==> src/rtl/mandel_engine.sv <==
// mandel_engine: one-point Mandelbrot/Julia escape-time engine.
// Ports: clk, rst_n (sync, active-low); in_valid/in_ready with in_x, in_y,
//   julia_mode, julia_cx, julia_cy, max_iter (sampled at accept); abort;
//   out_valid/out_ready with out_iter, out_escaped; busy (state != IDLE).
// Optional: `define MANDEL_PERIOD_CHECK_EN adds checkpoint-based early exit.

module mandel_iter #(
    parameter int BITS = 16
) (
    input  logic                   clk,
    input  logic                   phase,
    input  logic signed [BITS-1:0] cx,
    input  logic signed [BITS-1:0] cy,
    input  logic signed [BITS-1:0] x,
    input  logic signed [BITS-1:0] y,
    output logic signed [BITS-1:0] x_out,
    output logic signed [BITS-1:0] y_out,
    output logic                   escape
);
    localparam int F = BITS - 3;
    localparam int W = BITS + 4;
    // 4.0 in Q.F is 2^(BITS-1)
    localparam logic signed [W-1:0] FOUR = W'(1) << (BITS - 1);

    logic signed [2*BITS-1:0] pxx, pyy, pxy;
    logic signed [W-1:0] xx_q, yy_q, xy2_q;
    logic signed [W-1:0] mag, xn, yn, cxw, cyw;
    logic ovf_x, ovf_y;

    assign pxx = x * x;
    assign pyy = y * y;
    assign pxy = x * y;

    // Phase 0: register the truncated products (xy2 already holds 2xy).
    always_ff @(posedge clk) begin
        if (!phase) begin
            xx_q  <= W'(pxx >>> F);
            yy_q  <= W'(pyy >>> F);
            xy2_q <= W'(pxy >>> (F - 1));
        end
    end

    assign cxw = {{(W-BITS){cx[BITS-1]}}, cx};
    assign cyw = {{(W-BITS){cy[BITS-1]}}, cy};

    // Phase 1: combine into the next z and the escape decision.
    assign mag = xx_q + yy_q;
    assign xn  = xx_q - yy_q + cxw;
    assign yn  = xy2_q + cyw;

    // Result must fit in BITS signed bits, otherwise the point escapes.
    assign ovf_x = xn[W-1:BITS-1] != {(W-BITS+1){xn[BITS-1]}};
    assign ovf_y = yn[W-1:BITS-1] != {(W-BITS+1){yn[BITS-1]}};

    assign escape = (mag >= FOUR) || ovf_x || ovf_y;
    assign x_out  = xn[BITS-1:0];
    assign y_out  = yn[BITS-1:0];
endmodule

module mandel_engine #(
    parameter int BITS      = 16,
    parameter int ITER_BITS = 7
) (
    input  logic                   clk,
    input  logic                   rst_n,
    input  logic                   in_valid,
    output logic                   in_ready,
    input  logic signed [BITS-1:0] in_x,
    input  logic signed [BITS-1:0] in_y,
    input  logic                   julia_mode,
    input  logic signed [BITS-1:0] julia_cx,
    input  logic signed [BITS-1:0] julia_cy,
    input  logic [ITER_BITS-1:0]   max_iter,
    input  logic                   abort,
    output logic                   out_valid,
    input  logic                   out_ready,
    output logic [ITER_BITS-1:0]   out_iter,
    output logic                   out_escaped,
    output logic                   busy
);
    localparam logic [1:0] S_IDLE = 2'd0;
    localparam logic [1:0] S_RUN  = 2'd1;
    localparam logic [1:0] S_DONE = 2'd2;

    logic [1:0] state_q, state_d;
    logic phase_q, phase_d;
    logic [ITER_BITS-1:0] iter_q, iter_d, lim_q, lim_d;
    logic [ITER_BITS-1:0] oit_q, oit_d, iter_inc;
    logic oesc_q, oesc_d, ov_q, ov_d;
    logic signed [BITS-1:0] cx_q, cx_d, cy_q, cy_d;
    logic signed [BITS-1:0] zx_q, zx_d, zy_q, zy_d;
    logic signed [BITS-1:0] xo, yo;
    logic esc;
`ifdef MANDEL_PERIOD_CHECK_EN
    logic signed [BITS-1:0] sx_q, sx_d, sy_q, sy_d;
    logic pow2;
`endif

    mandel_iter #(.BITS(BITS)) u_iter (
        .clk   (clk),
        .phase (phase_q),
        .cx    (cx_q),
        .cy    (cy_q),
        .x     (zx_q),
        .y     (zy_q),
        .x_out (xo),
        .y_out (yo),
        .escape(esc)
    );

    assign iter_inc = iter_q + ITER_BITS'(1);
`ifdef MANDEL_PERIOD_CHECK_EN
    assign pow2 = (iter_inc & (iter_inc - ITER_BITS'(1))) == '0;
`endif

    always_comb begin
        state_d = state_q;
        phase_d = phase_q;
        iter_d  = iter_q;
        lim_d   = lim_q;
        oit_d   = oit_q;
        oesc_d  = oesc_q;
        ov_d    = ov_q;
        cx_d    = cx_q;
        cy_d    = cy_q;
        zx_d    = zx_q;
        zy_d    = zy_q;
`ifdef MANDEL_PERIOD_CHECK_EN
        sx_d    = sx_q;
        sy_d    = sy_q;
`endif
        case (state_q)
            S_IDLE: begin
                if (in_valid) begin
                    cx_d    = julia_mode ? julia_cx : in_x;
                    cy_d    = julia_mode ? julia_cy : in_y;
                    zx_d    = in_x;
                    zy_d    = in_y;
                    lim_d   = max_iter;
                    iter_d  = '0;
                    phase_d = 1'b0;
                    state_d = S_RUN;
`ifdef MANDEL_PERIOD_CHECK_EN
                    sx_d    = in_x;
                    sy_d    = in_y;
`endif
                end
            end
            S_RUN: begin
                phase_d = ~phase_q;
                if (phase_q) begin
                    if (esc) begin
                        state_d = S_DONE;
                        oesc_d  = 1'b1;
                        oit_d   = iter_q;
                    end else if (iter_q == lim_q) begin
                        state_d = S_DONE;
                        oesc_d  = 1'b0;
                        oit_d   = lim_q;
`ifdef MANDEL_PERIOD_CHECK_EN
                    end else if (xo == sx_q && yo == sy_q) begin
                        // Orbit revisited the checkpoint: it never escapes.
                        state_d = S_DONE;
                        oesc_d  = 1'b0;
                        oit_d   = lim_q;
`endif
                    end else begin
                        zx_d   = xo;
                        zy_d   = yo;
                        iter_d = iter_inc;
`ifdef MANDEL_PERIOD_CHECK_EN
                        if (pow2) begin
                            sx_d = xo;
                            sy_d = yo;
                        end
`endif
                    end
                end
            end
            S_DONE: begin
                // out_valid rises one clock after entering DONE.
                ov_d = 1'b1;
                if (ov_q && out_ready) begin
                    ov_d    = 1'b0;
                    state_d = S_IDLE;
                end
            end
            default: state_d = S_IDLE;
        endcase
        if (abort) begin
            state_d = S_IDLE;
            ov_d    = 1'b0;
            phase_d = 1'b0;
        end
    end

    always_ff @(posedge clk) begin
        if (!rst_n) begin
            state_q <= S_IDLE;
            phase_q <= 1'b0;
            iter_q  <= '0;
            lim_q   <= '0;
            oit_q   <= '0;
            oesc_q  <= 1'b0;
            ov_q    <= 1'b0;
            cx_q    <= '0;
            cy_q    <= '0;
            zx_q    <= '0;
            zy_q    <= '0;
`ifdef MANDEL_PERIOD_CHECK_EN
            sx_q    <= '0;
            sy_q    <= '0;
`endif
        end else begin
            state_q <= state_d;
            phase_q <= phase_d;
            iter_q  <= iter_d;
            lim_q   <= lim_d;
            oit_q   <= oit_d;
            oesc_q  <= oesc_d;
            ov_q    <= ov_d;
            cx_q    <= cx_d;
            cy_q    <= cy_d;
            zx_q    <= zx_d;
            zy_q    <= zy_d;
`ifdef MANDEL_PERIOD_CHECK_EN
            sx_q    <= sx_d;
            sy_q    <= sy_d;
`endif
        end
    end

    assign in_ready    = (state_q == S_IDLE) && rst_n;
    assign out_valid   = ov_q;
    assign out_iter    = oit_q;
    assign out_escaped = oesc_q;
    assign busy        = state_q != S_IDLE;
endmodule

==> config.mk <==
export PLATFORM = sky130hd
export DESIGN_NAME = mandel_engine
export DESIGN_NICKNAME = d
export VERILOG_FILES = /design/src/rtl/mandel_engine.sv
export SDC_FILE = /design/constraint.sdc
export NUM_CORES = 2
export LEC_CHECK = 0
export CAP_MARGIN = 10
export CORE_MARGIN = 2
export CORE_UTILIZATION = 40
export DETAILED_ROUTE_END_ITERATION = 8
export DONT_BUFFER_PORTS = 1
export PLACE_DENSITY = 0.54
export SLEW_MARGIN = 40
export SYNTH_ARGS = -nofsm -noshare
export SYNTH_HDL_FRONTEND = slang
export SYNTH_SLANG_ARGS = --single-unit
==> constraint.sdc <==
create_clock -name clk -period 10.35 [get_ports clk]
set_input_delay 3.105 -clock clk [delete_from_list [all_inputs] [get_ports clk]]
set_output_delay 3.105 -clock clk [all_outputs]
set_load 0.005 [all_outputs]
==> impl_metrics.env <==
export IMPL_status="complete, no violations"
export IMPL_ys_seq_area_frac=0.100
export IMPL_globalplace_congestion=0.853
export IMPL_worstHoldPathType="reg -> reg"
export IMPL_pwr_share_seq=0.147
export IMPL_synthSimpleGateAreaFrac=0.115
export IMPL_core_um2=87000
export IMPL_drtIter0Drc=1341
export IMPL_overflow=0
export IMPL_io_pins=88
export IMPL_place_ws_ns=2.76
export IMPL_antenna_found_initial=2
export IMPL_dpl_instance_area_um2=36500
export IMPL_cts_setup_buffers=0
export IMPL_power_share_clock=0.090
export IMPL_wirelength_mm=91.7
export IMPL_grt_util_met2=0.350
export IMPL_dpl_cell_count=4898
export IMPL_critPathArrivalTime_ns=7.79
export IMPL_synth_avg_cell_area_um2=9.18
export IMPL_dr_pass1_iters=5
export IMPL_cts_buffers=17
export IMPL_clockRootBuffer="clkbuf_16"
export IMPL_vdd_drop_max_mv=0.177
export IMPL_grt_max_degree=73
export IMPL_fin_crit_sh=0.733
export IMPL_grt_pass1_vias=26000
export IMPL_fin_cells=4930
export IMPL_finalHoldViolations=0
export IMPL_routedWlPerCell_um=18.6
export IMPL_synthMuxAreaShare=0.0119
export IMPL_ys_ff_latch=148
export IMPL_p_per_area_nw_per_um2=194
export IMPL_cts_hold_fix_buffers=0
export IMPL_synth_compound_area_frac=0.0795
export IMPL_drc=0
export IMPL_synth_edff_count=58
export IMPL_crit_type="reg -> reg"
export IMPL_hpwl_mm=75.2
export IMPL_met3_usage=0.0307
export IMPL_portBuffers=0
export IMPL_die_h_um=301
export IMPL_fmax_mhz=132
export IMPL_p_total_mw=7.18
export IMPL_switching_power_mw=3.72
export IMPL_p_leak_nw=19.5
export IMPL_synth_top_family_by_area="adder cells"
export IMPL_insertedDiodeCount=0
export IMPL_drv_cap=0
export IMPL_path_max_fanout=29
export IMPL_fin_util=0.426
export IMPL_crit_required_ns=10.55
export IMPL_clock_sinks=148
export IMPL_hold_slack_ns=0.481
export IMPL_synth_xor_area_frac=0.0320
export IMPL_synthAdderAreaFrac=0.537
export IMPL_grt_use_met1=0.303
export IMPL_h_tree_depth=4
export IMPL_dr_total_vias=24400
export IMPL_combinationalPowerShare=0.763
export IMPL_worst_slack_ns=2.77
export IMPL_ant_nets=0
export IMPL_tritoncts="yes"
export IMPL_busiest_layer="met2"
export IMPL_dieWidth_um=301
export IMPL_syn_to_final_growth_pct=5.21
export IMPL_cp_start_kind="flip-flop"
export IMPL_slew_viol_final=0
export IMPL_start_util=0.405
export IMPL_rsz0062_at_grt="false"
export IMPL_yosysWarnings=0
export IMPL_intPower_mw=3.47
export IMPL_skew_ns=0.0183
export IMPL_setup_viol=0
export IMPL_grt_use_total=0.213
export IMPL_dieArea_um2=90600
export IMPL_vias_per_cell=4.95
export IMPL_ys_types=63
export IMPL_insertion_delay_ns=0.46
export IMPL_tightest_slew_ns=0.837
export IMPL_setup_tns_ns=0
export IMPL_clk_pin_slew_ns=0.08
export IMPL_syn_cell_area_um2=35300
export IMPL_final_cell_area_um2=37100
export IMPL_nNetsFinal=4904
export IMPL_grt_pass1_wl_mm=149
export IMPL_p_sw_frac=0.518
export IMPL_cp_end_kind="flip-flop"
export IMPL_relSlewSlack=0.441
export IMPL_syn_inst=3843
export IMPL_synthArstFlopShare=0
export IMPL_num_rows=108
export IMPL_drive_gt1_frac=0.0313
export IMPL_cts_resized=0
export IMPL_cts_buffer_depth=2
export IMPL_synth_nets=4985
export IMPL_synth_ff_type="dfxtp_1"
export IMPL_fill_cells=8749
export IMPL_fin_crit_ns=7.58
-- power by group through the flow --
stage               combinational, mW  clock, mW  sequential (mW)
finish                           5.48      0.649             1.06
global placement                 5.45          0             1.08
detailed placement               5.47          0             1.07
CTS                              5.53      0.664             1.06
global route                     6.23      0.684             1.07
floorplan                        4.08          0            0.975
-- worst max-delay path: stages, from the launching register on --
cell and delay (ns):
dfxtp_1 0.31, buf_4 0.38, inv_1 0.48, nor2_1 0.35
inv_1 0.10, fa_1 0.51, inv_1 0.05, fa_1 0.45
fa_1 0.53, fa_1 0.44, fa_1 0.49, inv_1 0.05
fa_1 0.47, inv_1 0.04, ha_1 0.33, a21o_1 0.20
a21o_1 0.18, and3_1 0.17, a211o_1 0.31, a31o_2 0.33
or2_2 0.33, a211o_1 0.33, a21o_1 0.21, a21oi_1 0.17
xnor2_1 0.08
-- kinds of logic (layout without fill, tap and decap cells) --
| logic type | Yosys count | after routing |
|---|---|---|
| buf+inv | 1164 | 1096 |
| flops | 148 | 148 |
| simple gates | 890 | 890 |
| mux | 42 | 42 |
| compound gates | 405 | 405 |
| fa+ha+maj | 1065 | 1065 |
| xor+xnor | 129 | 129 |
-- flip-flops by register name (all words and copies together) (netlist names), 7 cells and up --
| register | cells |
|---|---|
| cx_q | 16 |
| cy_q | 16 |
| iter_q | 7 |
| lim_q | 7 |
| out_iter | 7 |
| u_iter.xx_q | 19 |
| u_iter.xy2_q | 20 |
| u_iter.yy_q | 19 |
| zx_q | 16 |
| zy_q | 16 |
-- worst paths after layout --
kind / from / endpoint / slack (ns) / depth (start not counted)
max: zx_q[14]$_SDFFE_PN0P_ / u_iter.xx_q[17]$_DFFE_PN_ / 2.77 / 24
min: zx_q[11]$_SDFFE_PN0P_ / zx_q[11]$_SDFFE_PN0P_ / 0.48 / 2
max reg2reg: zx_q[14]$_SDFFE_PN0P_ / u_iter.xx_q[17]$_DFFE_PN_ / 2.77 / 24
min reg2reg: zx_q[11]$_SDFFE_PN0P_ / zx_q[11]$_SDFFE_PN0P_ / 0.48 / 2
-- cell usage in the layout, fill, tap and decap left out, drive strengths merged, types with 5 or more instances in the layout --
cell type,count
a211o,5
fa,746
a31oi,11
edfxtp,58
and2,164
inv,1021
nand2b,16
xnor2,104
a311oi,14
clkbuf,17
nor2b,18
nor3,33
nor2,244
nand3,20
o2111ai,8
and3,12
or3,5
nor4,5
o31ai,5
nand2,341
or2,7
o21ai,55
o211ai,8
buf,46
xor2,25
a211oi,66
o211a,7
and4,5
a21o,48
clkinv,9
nand4,12
o21a,28
ha,319
o21bai,12
dfxtp,90
a21oi,91
a31o,14
mux2i,42
-- area by class of cell --
type	instances	area (µm²)	area share
clock buffers	17	425	0.0115
multi-input cells	2531	27400	0.738
repair buffers	46	353	0.00951
clock inverters	15	146	0.00394
well taps	1155	1450	0.0389
inverters	1018	3820	0.103
flip-flops and latches	148	3540	0.0955
-- metal layers --
layer | part of all wire | wire, µm
met3 | 0.046 | 4250
met1 | 0.46 | 42100
met4 | 0.015 | 1360
met5 | 0.00012 | 11
met2 | 0.48 | 44000
-- synth_stat cells, types with 16 or more instances --
| library cell | count | area share |
|---|---|---|
| mux2i_1 | 42 | 0.012 |
| nor2_1 | 243 | 0.026 |
| a21o_1 | 48 | 0.010 |
| and2_1 | 164 | 0.029 |
| a211oi_1 | 66 | 0.014 |
| nor3_1 | 32 | 0.0045 |
| a21oi_1 | 91 | 0.013 |
| edfxtp_1 | 58 | 0.049 |
| nand3_1 | 20 | 0.0028 |
| nand2_1 | 341 | 0.036 |
| o21ai_0 | 55 | 0.0078 |
| clkbuf_1 | 135 | 0.014 |
| inv_1 | 1010 | 0.11 |
| nand2b_1 | 16 | 0.0028 |
| o21a_1 | 28 | 0.0060 |
| dfxtp_1 | 90 | 0.051 |
| xor2_1 | 25 | 0.0062 |
| ha_1 | 319 | 0.11 |
| xnor2_1 | 104 | 0.026 |
| nor2b_1 | 18 | 0.0032 |
| fa_1 | 746 | 0.42 |
(Power assumes the default switching activity.)
